===== src/rtl/spr_dma_ctrl.sv =====
// Sprite DMA controller.
//
// A CPU write to DMA_REG_ADDR stalls the CPU and copies the 256-byte page
// {page, 8'h00}..{page, 8'hFF} to OAM_DATA_ADDR, one read/write pair per byte.
// While idle, the CPU bus passes straight through to the shared memory bus.
//
// Ports:
//   clk_i, rst_ni        clock, asynchronous active-low reset
//   cpu_addr_i[15:0]     CPU address
//   cpu_wdata_i[7:0]     CPU write data
//   cpu_wen_i, cpu_ren_i CPU write/read strobes
//   cpu_rdata_o[7:0]     read data returned to the CPU (0 while busy)
//   cpu_rdy_o            1 = CPU may advance, 0 = CPU stalled
//   mem_addr_o[15:0]     shared bus address
//   mem_wdata_o[7:0]     shared bus write data
//   mem_wen_o, mem_ren_o shared bus strobes
//   mem_rdata_i[7:0]     shared bus read data (combinational)
//   dma_busy_o           DMA owns the bus
//   dma_done_o           one-cycle pulse in the first idle cycle after a transfer
module spr_dma_ctrl #(
    parameter logic [15:0] DMA_REG_ADDR  = 16'h4014,
    parameter logic [15:0] OAM_DATA_ADDR = 16'h2004,
    parameter int unsigned ALIGN_CYCLES  = 1
) (
    input  logic        clk_i,
    input  logic        rst_ni,
    input  logic [15:0] cpu_addr_i,
    input  logic [7:0]  cpu_wdata_i,
    input  logic        cpu_wen_i,
    input  logic        cpu_ren_i,
    output logic [7:0]  cpu_rdata_o,
    output logic        cpu_rdy_o,
    output logic [15:0] mem_addr_o,
    output logic [7:0]  mem_wdata_o,
    output logic        mem_wen_o,
    output logic        mem_ren_o,
    input  logic [7:0]  mem_rdata_i,
    output logic        dma_busy_o,
    output logic        dma_done_o
);

    localparam logic [1:0] StIdle  = 2'd0;
    localparam logic [1:0] StAlign = 2'd1;
    localparam logic [1:0] StRead  = 2'd2;
    localparam logic [1:0] StWrite = 2'd3;

    // Counter value on the final align cycle.
    localparam logic [1:0] AlignLast = 2'(ALIGN_CYCLES - 1);

    logic [1:0] state_q, state_d;
    logic [7:0] page_q, page_d;
    logic [7:0] index_q, index_d;
    logic [7:0] data_q, data_d;
    logic [1:0] align_cnt_q, align_cnt_d;
    logic       done_q, done_d;

    logic trigger;
    assign trigger = cpu_wen_i && (cpu_addr_i == DMA_REG_ADDR);

    // Next-state logic.
    always_comb begin
        state_d     = state_q;
        page_d      = page_q;
        index_d     = index_q;
        data_d      = data_q;
        align_cnt_d = align_cnt_q;
        done_d      = 1'b0;
        case (state_q)
            StIdle: begin
                if (trigger) begin
                    page_d      = cpu_wdata_i;
                    index_d     = 8'h00;
                    align_cnt_d = 2'd0;
                    state_d     = StAlign;
                end
            end
            StAlign: begin
                if (align_cnt_q == AlignLast) begin
                    state_d = StRead;
                end else begin
                    align_cnt_d = align_cnt_q + 2'd1;
                end
            end
            StRead: begin
                data_d  = mem_rdata_i;
                state_d = StWrite;
            end
            StWrite: begin
                index_d = index_q + 8'd1;
                if (index_q == 8'hFF) begin
                    state_d = StIdle;
                    done_d  = 1'b1;
                end else begin
                    state_d = StRead;
                end
            end
            default: state_d = StIdle;
        endcase
    end

    always_ff @(posedge clk_i or negedge rst_ni) begin
        if (!rst_ni) begin
            state_q     <= StIdle;
            page_q      <= 8'h00;
            index_q     <= 8'h00;
            data_q      <= 8'h00;
            align_cnt_q <= 2'd0;
            done_q      <= 1'b0;
        end else begin
            state_q     <= state_d;
            page_q      <= page_d;
            index_q     <= index_d;
            data_q      <= data_d;
            align_cnt_q <= align_cnt_d;
            done_q      <= done_d;
        end
    end

    // Bus ownership: passthrough when idle, DMA-driven otherwise.
    // mem_rdata_i reaches an output only through the idle passthrough.
    always_comb begin
        mem_addr_o  = 16'h0000;
        mem_wdata_o = 8'h00;
        mem_wen_o   = 1'b0;
        mem_ren_o   = 1'b0;
        cpu_rdata_o = 8'h00;
        cpu_rdy_o   = 1'b0;
        dma_busy_o  = 1'b1;
        case (state_q)
            StIdle: begin
                mem_addr_o  = cpu_addr_i;
                mem_wdata_o = cpu_wdata_i;
                mem_wen_o   = cpu_wen_i;
                mem_ren_o   = cpu_ren_i;
                cpu_rdata_o = mem_rdata_i;
                cpu_rdy_o   = 1'b1;
                dma_busy_o  = 1'b0;
            end
            StAlign: begin
            end
            StRead: begin
                mem_addr_o = {page_q, index_q};
                mem_ren_o  = 1'b1;
            end
            StWrite: begin
                mem_addr_o  = OAM_DATA_ADDR;
                mem_wdata_o = data_q;
                mem_wen_o   = 1'b1;
            end
            default: begin
            end
        endcase
    end

    assign dma_done_o = done_q;

endmodule


===== config.mk =====
export PLATFORM = sky130hd
export DESIGN_NAME = spr_dma_ctrl
export DESIGN_NICKNAME = d
export VERILOG_FILES = /design/src/rtl/spr_dma_ctrl.sv
export SDC_FILE = /design/constraint.sdc
export NUM_CORES = 1
export LEC_CHECK = 0
export BUFFER_PORTS_ARGS = -buffer_cell sky130_fd_sc_hd__buf_2
export CAP_MARGIN = 20
export CORE_ASPECT_RATIO = 1.25
export CORE_MARGIN = 1
export CORE_UTILIZATION = 30
export CTS_CLUSTER_DIAMETER = 80
export CTS_CLUSTER_SIZE = 8
export DETAILED_ROUTE_END_ITERATION = 8
export PLACE_DENSITY = 0.53
export SLEW_MARGIN = 40
export SYNTH_ARGS = -nofsm -noshare
export SYNTH_HDL_FRONTEND = slang
export SYNTH_SLANG_ARGS = --single-unit

===== constraint.sdc =====
create_clock -name clk_i -period 2.4 [get_ports clk_i]
set_clock_uncertainty 0.05 [all_clocks]
set_input_delay 0.24 -clock clk_i [delete_from_list [all_inputs] [get_ports clk_i]]
set_output_delay 0.24 -clock clk_i [all_outputs]
set_load 0.1 [all_outputs]

==> reports/summary.txt <==
status = complete, no violations
worst-skew pair later-pin latency = 280 ps
clock slew at reported path FFs = 70 ps
Slew @ Worst Pin = 680 ps
CP delay by family, top = buffers and inverters
clock sink count = 29
Final nets = 327
CP max stage cell = dfrtp_1
Final Cycle Share = 0.927
Core Footprint = 6130 µm²
Fmax = 449 MHz
vias in the first global route = 2,039
initial antenna violation count = 0
cells along the critical path = inv_2 -> ha_4 -> buf_4 -> and2_2 -> clkbuf_4
Wirelength per Cell = 16.2 µm
Synth Cell Area = 1900 µm²
first drt pass iteration count = 4
Critical Path Start Type = register
asr flop ratio synth = 1.00
first-pass GRT wire length = 9980 µm
I/O pin total = 73
crit path time final = 2230 ps
Syn Nets = 252
syn avg cell area = 9.08 µm²
largest net degree at the start of global routing = 30
Crit path required time = 2110 ps
most common cell after layout, fill and taps aside = buf_2
initial drt markers = 125
IO Port Bufs = 72
Data arrival, critical path = 1940 ps
postcts setup bufs = 0
Yosys warnings = 0
DR vias = 1,949
commonest cells after routing, fill and taps aside = 41 x buf_2, 29 x dfrtp_1, 26 x buf_12
CP bufs+invs = 3
placer's final routability congestion estimate = 0.790
number of synthesized flops with an enable pin = 0
# setup viols final = 0
Setup CP Type = register to primary output
final setup TNS = 0 ps
TritonCTS buffer count = 5
HP Class = primary input to register
die area = 6650 µm²
Residual DRC = 0
post-route cell area = 3150 µm²
RSZ-0062 raised after global routing = false
layout cell share with drive strength beyond 1 = 0.537
# rows = 32
Final Max Tran Viols = 0
Placed Instance Area = 3030 µm²
Syn-to-layout area delta = 66.0%
number of max-cap violations = 0
initial core utilization = 0.310
ANT nets after route = 0
total gr overflow = 0
library cells used by synthesis = 38
vias per inst = 5.27
die height = 90.9 µm
Tot GR Track Use = 0.199
Horiz. Die Dim = 73.1 µm
Critical Path Max Stage Delay = 450 ps
crit-path max FO = 29
CTS tree = built
antenna cells = 0
post-DP HPWL = 4610 µm
H-tree depth = 2
Synth area leaders = dfrtp_1 38%, mux2_2 9.5%, a22oi_1 8.7%
top-area cell type share of the netlist area = 0.383
sequential area share after synthesis = 0.383
Final Hold Viols = 0
CTS Buffer Depth = 2
Seq cells post-synth = 29
ys flop type = dfrtp_1
final wirelength = 5980 µm
Crit. End Element = primary output
CTS root buf = clkbuf_8
Slew HR = 0.547
post-synth top area cell = dfrtp_1
Mapped Cells = 209
==> area by class of cell <==
type,instances,area [µm²]
fillers,557,2980
multi-input cells,153,1320
repair buffers,83,848
flip-flops and latches,29,726
well taps,85,106
clock buffers,7,96.3
inverters,12,48.8
clock inverters,1,5.00
==> worst paths after layout <==
kind                                        start                      to  slack, ps  depth (start not counted)
max                        state_q[0]$_DFFE_PN0P_          cpu_rdata_o[1]        170                          5
min                                mem_rdata_i[5]   data_q[5]$_DFFE_PN0P_        150                          2
max reg2reg                state_q[0]$_DFFE_PN0P_   page_q[7]$_DFFE_PN0P_        370                          6
min reg2reg                 data_q[1]$_DFFE_PN0P_   data_q[1]$_DFFE_PN0P_        460                          1
max in group asynchronous                  rst_ni  index_q[3]$_DFFE_PN0P_       1370                          2
min in group asynchronous                  rst_ni   data_q[2]$_DFFE_PN0P_        490                          2
==> cells in the mapped netlist (4+ instances only) <==
| library cell | n |
|---|---|
| a22oi_1 | 22 |
| a31oi_1 | 6 |
| and2_1 | 8 |
| buf_1 | 4 |
| clkbuf_1 | 10 |
| dfrtp_1 | 29 |
| ha_1 | 7 |
| inv_1 | 12 |
| mux2_2 | 16 |
| nand2_1 | 8 |
| nand3_1 | 11 |
| nand4_1 | 4 |
| nor2_1 | 31 |
| nor3_1 | 6 |
| o21ai_0 | 5 |
==> routing by layer <==
layer  part of all wire  wire length, µm  vias up  global-route usage
li1                   -                -      917                   -
met1               0.41             2460      948               0.239
met2               0.51             3080       71               0.331
met3              0.060              356       13              0.0536
met4              0.015               89        0              0.0752
met5                  0                0        -                   0
==> flip-flops by register name (all words and copies together), names as in the netlist <==
signal and count:
state_q 2, data_q 8, align_cnt_q 2, index_q 8, page_q 8, dma_done_o 1
==> through the flow <==
stage	util	hold slack [ps]	cells	setup WS, ps
CTS	0.512	140	370	64.2
floorplan	-	-106	209	1.30
detailed placement	0.494	277	361	380
global route	0.514	143	370	69.2
global placement	0.494	280	361	395
finish	0.514	150	370	175
==> cell families after synthesis <==
family | count (synthesis) | synth area share
AO/OA/AOI/OAI | 49 | 0.191
adder cells (fa/ha/maj) | 7 | 0.0462
buffers and inverters | 27 | 0.0541
flip-flops | 29 | 0.383
multiplexers | 17 | 0.100
AND/OR/NAND/NOR | 80 | 0.226
==> repair_timing <==
action,CTS,global route
resized for setup,0,5
hold buffers,1,0
endpoints found under the hold margin,29,0
setup endpoints to repair,0,5
Power is left out: the tool's default activity adds up to more than one toggle a clock period on the data nets, which glitch-free logic cannot reach.
